### src/rtl/cr16_issue_ctrl.sv
`default_nettype none
// ============================================================================
// Module      : cr16_issue_ctrl
// Description : Issue/decode controller in front of the CR16 ALU. Accepts one
//               16-bit instruction per handshake, decodes it, reads the
//               register file, drives the ALU operands/opcode/carry-in and
//               writes back the result and the status flags (PSR).
//               Sequence: IDLE -> DECODE -> EXEC -> WB, one instruction per
//               four clocks.
// Config      : ISSUE_MUL_EN - when defined, MUL (op=0000, opext=1110) and
//               MULI (op=1110) decode with alu_op=1110; otherwise both are
//               dropped as illegal.
// Ports       : clk, reset (async, active high)
//               inst_valid/inst_ready/inst   - instruction handshake
//               rf_raddr_a/b, rf_rdata_a/b   - register file read ports
//               alu_r1/r2/op/cin, alu_out/flags - ALU interface
//               rf_we/rf_waddr/rf_wdata      - register file write port
//               psr, done, illegal           - status and retire pulses
// Revision    : 1.0 - initial release
// ============================================================================
module cr16_issue_ctrl #(
  parameter int DATA_W = 16,
  parameter int RF_AW  = 4
) (
  input  logic              clk,
  input  logic              reset,
  input  logic              inst_valid,
  output logic              inst_ready,
  input  logic [15:0]       inst,
  output logic [RF_AW-1:0]  rf_raddr_a,
  output logic [RF_AW-1:0]  rf_raddr_b,
  input  logic [DATA_W-1:0] rf_rdata_a,
  input  logic [DATA_W-1:0] rf_rdata_b,
  output logic [DATA_W-1:0] alu_r1,
  output logic [DATA_W-1:0] alu_r2,
  output logic [3:0]        alu_op,
  output logic              alu_cin,
  input  logic [DATA_W-1:0] alu_out,
  input  logic [4:0]        alu_flags,
  output logic              rf_we,
  output logic [RF_AW-1:0]  rf_waddr,
  output logic [DATA_W-1:0] rf_wdata,
  output logic [4:0]        psr,
  output logic              done,
  output logic              illegal
);

  typedef enum logic [1:0] {
    ST_IDLE   = 2'd0,
    ST_DECODE = 2'd1,
    ST_EXEC   = 2'd2,
    ST_WB     = 2'd3
  } state_t;

  // Bit n set => code n is a legal register-form opext / immediate-form op.
`ifdef ISSUE_MUL_EN
  localparam logic [15:0] ARITH_MASK = 16'h6EEE;
`else
  localparam logic [15:0] ARITH_MASK = 16'h2EEE;
`endif
  // Bit n set => alu_op n (ADD/ADDU/ADDC/SUB/SUBC/CMP) loads the PSR.
  localparam logic [15:0] PSR_MASK   = 16'h0EE0;
  localparam logic [3:0]  OP_REG     = 4'h0;
  localparam logic [3:0]  OP_SHIFT   = 4'h8;
  localparam logic [3:0]  ALU_LSH    = 4'h8;
  localparam logic [3:0]  ALU_ASHU   = 4'hF;
  localparam logic [3:0]  ALU_CMP    = 4'hB;

  state_t              state_q, state_d;
  logic [15:0]         inst_q, inst_d;
  logic [DATA_W-1:0]   alu_r1_q, alu_r1_d;
  logic [DATA_W-1:0]   alu_r2_q, alu_r2_d;
  logic [3:0]          alu_op_q, alu_op_d;
  logic                alu_cin_q, alu_cin_d;
  logic                we_q, we_d;
  logic                psr_ld_q, psr_ld_d;
  logic [DATA_W-1:0]   res_q, res_d;
  logic [4:0]          flags_q, flags_d;
  logic [4:0]          psr_q, psr_d;

  // Decode results, valid while in DECODE (inst_q holds the accepted word).
  logic                dec_legal;
  logic [3:0]          dec_op;
  logic [DATA_W-1:0]   dec_r1;
  logic                dec_we;
  logic                dec_psr_ld;

  logic [3:0]          op_f, ext_f;
  logic [DATA_W-1:0]   imm8_zx, imm8_sx, imm5_sx;

  assign op_f    = inst_q[15:12];
  assign ext_f   = inst_q[7:4];
  assign imm8_zx = {{(DATA_W-8){1'b0}}, inst_q[7:0]};
  assign imm8_sx = {{(DATA_W-8){inst_q[7]}}, inst_q[7:0]};
  assign imm5_sx = {{(DATA_W-5){inst_q[4]}}, inst_q[4:0]};

  // Read addresses follow the held instruction, so RF data is ready in DECODE.
  assign rf_raddr_a = RF_AW'(inst_q[3:0]);
  assign rf_raddr_b = RF_AW'(inst_q[11:8]);

  always_comb begin
    dec_legal  = 1'b0;
    dec_op     = 4'h0;
    dec_r1     = '0;
    case (op_f)
      OP_REG: begin
        if (ARITH_MASK[ext_f]) begin
          dec_legal = 1'b1;
          dec_op    = ext_f;
          dec_r1    = rf_rdata_a;
        end
      end
      OP_SHIFT: begin
        // opext 000x / 001x carry a 5-bit signed shift count in inst[4:0].
        if (ext_f == 4'h4) begin
          dec_legal = 1'b1;
          dec_op    = ALU_LSH;
          dec_r1    = rf_rdata_a;
        end else if (ext_f[3:1] == 3'b000) begin
          dec_legal = 1'b1;
          dec_op    = ALU_LSH;
          dec_r1    = imm5_sx;
        end else if (ext_f == 4'h6) begin
          dec_legal = 1'b1;
          dec_op    = ALU_ASHU;
          dec_r1    = rf_rdata_a;
        end else if (ext_f[3:1] == 3'b001) begin
          dec_legal = 1'b1;
          dec_op    = ALU_ASHU;
          dec_r1    = imm5_sx;
        end
      end
      default: begin
        if (ARITH_MASK[op_f]) begin
          dec_legal = 1'b1;
          dec_op    = op_f;
          // Logical immediates (ANDI/ORI/XORI) zero-extend, the rest sign-extend.
          dec_r1    = (op_f <= 4'h3) ? imm8_zx : imm8_sx;
        end
      end
    endcase
    dec_we     = dec_legal && (dec_op != ALU_CMP);
    dec_psr_ld = dec_legal && PSR_MASK[dec_op];
  end

  always_comb begin
    state_d   = state_q;
    inst_d    = inst_q;
    alu_r1_d  = alu_r1_q;
    alu_r2_d  = alu_r2_q;
    alu_op_d  = alu_op_q;
    alu_cin_d = alu_cin_q;
    we_d      = we_q;
    psr_ld_d  = psr_ld_q;
    res_d     = res_q;
    flags_d   = flags_q;
    psr_d     = psr_q;
    case (state_q)
      ST_IDLE: begin
        if (inst_valid) begin
          inst_d  = inst;
          state_d = ST_DECODE;
        end
      end
      ST_DECODE: begin
        if (dec_legal) begin
          alu_r1_d  = dec_r1;
          alu_r2_d  = rf_rdata_b;
          alu_op_d  = dec_op;
          // Carry-in is the PSR left by the previous instruction.
          alu_cin_d = psr_q[0];
          we_d      = dec_we;
          psr_ld_d  = dec_psr_ld;
          state_d   = ST_EXEC;
        end else begin
          state_d   = ST_IDLE;
        end
      end
      ST_EXEC: begin
        res_d   = alu_out;
        flags_d = alu_flags;
        state_d = ST_WB;
      end
      ST_WB: begin
        if (psr_ld_q) begin
          psr_d = flags_q;
        end
        state_d = ST_IDLE;
      end
      default: state_d = ST_IDLE;
    endcase
  end

  always_ff @(posedge clk or posedge reset) begin
    if (reset) begin
      state_q   <= ST_IDLE;
      inst_q    <= '0;
      alu_r1_q  <= '0;
      alu_r2_q  <= '0;
      alu_op_q  <= '0;
      alu_cin_q <= 1'b0;
      we_q      <= 1'b0;
      psr_ld_q  <= 1'b0;
      res_q     <= '0;
      flags_q   <= '0;
      psr_q     <= '0;
    end else begin
      state_q   <= state_d;
      inst_q    <= inst_d;
      alu_r1_q  <= alu_r1_d;
      alu_r2_q  <= alu_r2_d;
      alu_op_q  <= alu_op_d;
      alu_cin_q <= alu_cin_d;
      we_q      <= we_d;
      psr_ld_q  <= psr_ld_d;
      res_q     <= res_d;
      flags_q   <= flags_d;
      psr_q     <= psr_d;
    end
  end

  assign inst_ready = (state_q == ST_IDLE);
  assign illegal    = (state_q == ST_DECODE) && !dec_legal;
  assign done       = (state_q == ST_WB);
  assign rf_we      = (state_q == ST_WB) && we_q;
  assign rf_waddr   = RF_AW'(inst_q[11:8]);
  assign rf_wdata   = res_q;
  assign alu_r1     = alu_r1_q;
  assign alu_r2     = alu_r2_q;
  assign alu_op     = alu_op_q;
  assign alu_cin    = alu_cin_q;
  assign psr        = psr_q;

endmodule
`default_nettype wire

### config.mk
export PLATFORM = sky130hd
export DESIGN_NAME = cr16_issue_ctrl
export DESIGN_NICKNAME = d
export VERILOG_FILES = /design/src/rtl/cr16_issue_ctrl.sv
export SDC_FILE = /design/constraint.sdc
export NUM_CORES = 1
export LEC_CHECK = 0
export BUFFER_PORTS_ARGS = -buffer_cell sky130_fd_sc_hd__buf_4
export CORE_UTILIZATION = 51
export CTS_BUF_LIST = sky130_fd_sc_hd__clkbuf_8
export DETAILED_ROUTE_END_ITERATION = 10
export GPL_ROUTABILITY_DRIVEN = 0
export PLACE_DENSITY = 0.91
export SLEW_MARGIN = 20
export SYNTH_ARGS = -nofsm -noshare
export SYNTH_HDL_FRONTEND = slang
export SYNTH_SLANG_ARGS = --single-unit
### constraint.sdc
create_clock -name clk -period 3 [get_ports clk]
set_input_delay 0.45 -clock clk [delete_from_list [all_inputs] [get_ports clk]]
set_output_delay 0.45 -clock clk [all_outputs]
set_load 0.02 [all_outputs]
==> results.md <==
- Total GRT Usage: around a fifth
- Levels on crit path: 5
- Antenna violations before repair: 0
- WP buf/inv: 0
- CTS Buf Count: 9
- Crit-path max cell delay: 0.63 ns
- CTS tree: done
- Setup repair bufs after CTS: 0
- # IOs: 146
- CP Launch Point: inst_q[15]
- Post-synth top area cell: dfrtp_1
- Cts hold-fix bufs: 0
- Yosys top cell area share: 52.6%
- Main synth FF type: dfrtp_1
- Critical-path cell list: nor2b_1 -> a21oi_2 -> o22ai_2 -> and2_4 -> mux2_4
- Max FO, Critical Path: 40
- Post-synth top cells: dfrtp_1, mux2_2, mux2_4, buf_4, nand2_1
- WS Path Type: reg2reg
- Clock-pin slew on the worst setup and hold paths: about 0.090 ns
- Count leader, synth: dfrtp_1
- Share of cells above drive strength 1: 58.5%
- Area Overhead vs Synth: 30.4%
- DP Cell Count: 510
- Flops & latches, synth: 83
- Worst setup SP type: flip-flop
- Starting Density: 53.6%
- Max H-tree Level: 3
- Cell Area, Synth: 3950 um2
- Worst setup margin: roughly 0.53 ns
- Max Fclk: 404 MHz
- Worst-Skew Late Latency: ~0.34 ns
- Slew headroom: 52.0%
- Max cap viols: 0
- Die ar.: 8100 um2
- Crit end category: flip-flop
- Flop-to-flop setup slack: 0.53 ns
- RR Startpoint: inst_q[15]
- Root Buffer Master: clkbuf_8
- Row cnt: 31
- Status: finished clean
- Core Box Area: 7370 um2
- Final antenna-violating net count: 0
- Post-CTS sizing: 0
- Chip width: 90.0 um
- Post-synth EDFFs: 0
- Final period utilization: 82.5%
- Crit-path leading delay family: simple AND/OR/NAND/NOR gates
- Pleak: 0.00253 uW
- Pwr dens: around 1200 nW/um2
- CP Data Required Time: 3.22 ns
- DR vias/cell: 5.22
- Syn_nets: approximately 360
- Final clock skew: 0.0137 ns
- Ys Warns: 0
- Final Critical Period: 2.47 ns
- Worst Hold Class: in2async
- Dpl hpwl: 6.17 mm
- Peak VDD IR: 0.590 mV
- Placed Area: just under 5000 um2
- Post-synthesis sequential area ratio: 52.6%
- Non-Filler Instances: between 500 and 600
- Mapped Cells: 291
- Tightest Pin Transition: roughly 0.72 ns
- RSZ-0062 raised after global routing: false
- Drt first pass iters: 4
- Slowest CP cell: and2_4
- Fin area: 5150 um2
- DRC viols: 0
- Netlist cell types: 46
- Final Max Tran Viols: 0
- Setup-failing EPs final: 0
- Clock Tree Buf Depth: 2
- CP Capture Point: alu_r1[5]
- Clk sinks: 83
- Antenna Cells: 0
- Final WL: 8.40 mm
- Initial drt markers: 93
- Largest net degree at the start of global routing: 41
- Async S/R FF share, synth: 100%
- Drt wl/cell: 16.0 um
- Vias: 2,744
- Number of global-route vias before repair: 2,751
- Syn_area_per_cell: approximately 14 um2
- Port Buf Inserts: 145
- Worst Reg2Reg Path Length in Cells: 5
- Final net count: 494
- Ranking of synthesized cells by area: dfrtp_1, mux2_4, mux2_2, buf_4, a21o_1
- Reg-to-Reg End: alu_r1[5]
- Setup tns final: 0 ns
- Dpl ws: between 0.5 and 0.6 ns
- Die H: 90.0 um
- Hold Vio Cnt, Final: 0
- Crit path arrival time: 2.70 ns
- First-pass GRT wire length: 13.7 mm
- Overflow left after global routing: 0
where the power goes:
part           internal [uW]  total [uW]  switching (uW)
combinational           1790        3410            1620
sequential              1670        2130             463
clock                    330         735             404
cell type report:
| class | instances | area (um2) |
|---|---|---|
| clock buffers | 10 | 138 |
| clock inverters | 6 | 47.5 |
| fillers | 544 | 2220 |
| inverters | 7 | 27.5 |
| multi-input cells | 173 | 1630 |
| flip-flops and latches | 83 | 2080 |
| well taps | 99 | 124 |
| repair buffers | 148 | 1110 |
flip-flops by register name (all words and copies together) (netlist names), 4 cells and up, named ones only:
| name | flops |
|---|---|
| alu_op | 4 |
| inst_q | 16 |
| alu_r1 | 16 |
| rf_wdata | 16 |
| psr | 5 |
| alu_r2 | 16 |
| flags_q | 5 |
logic make-up after synthesis:
group	count (synthesis)	share of synthesized area, %
XOR/XNOR	1	0.222
flip-flops	83	52.6
AND/OR/NAND/NOR	54	8.08
AO/OA/AOI/OAI	43	8.17
buffers and inverters	35	6.27
multiplexers	75	24.7
layout by cell type (no fill, tap or decap), types with 2 or more instances in the layout:
cell	instances
and3b_1	2
o21ai_0	9
nor2b_1	7
dfrtp_1	83
clkinv_2	2
nand4_1	3
a21o_1	10
clkinvlp_4	3
nand3b_1	2
clkbuf_8	10
inv_1	6
a311o_1	2
nand2b_1	4
nor2_1	7
mux2_2	40
a21oi_1	3
nand2_1	11
mux2_4	35
a22o_1	3
a32o_1	4
buf_4	148
and2_1	2
nand3_1	6
how the worst min path moves through the flow:
stage / slack, ns / to / depth (start not counted) / from
floorplan: 0.46 / we_q / 1 / we_q
global placement: 0.48 / psr[2] / 1 / flags_q[2]
detailed placement: 0.49 / we_q / 1 / we_q
CTS: 0.18 / alu_r2[10] / 2 / reset
global route: 0.21 / alu_r1[4] / 2 / reset
finish: 0.17 / alu_r2[10] / 2 / reset
per-layer routing:
metal	share of wire (%)	wire length (um)	global-route usage, %	vias to the layer above
li1	-	-	-	1284
met1	45	3770	28.8	1331
met2	46	3860	33.0	118
met3	7.7	648	5.75	11
met4	1.4	116	8.60	0
met5	0	0	0	-
metrics by stage:
step / hold WS (ns) / power [uW] / utilization [%]
3_3_place_gp: 0.483 / 5430 / 67.4
3_5_place_dp: 0.494 / 5570 / 67.4
6_report: 0.173 / 6280 / 69.9
2_1_floorplan: 0.462 / 4620 / -
5_1_grt: 0.210 / 6640 / 69.9
4_1_cts: 0.182 / 6320 / 69.9
Note: power is estimated with default switching activity, not from simulation.
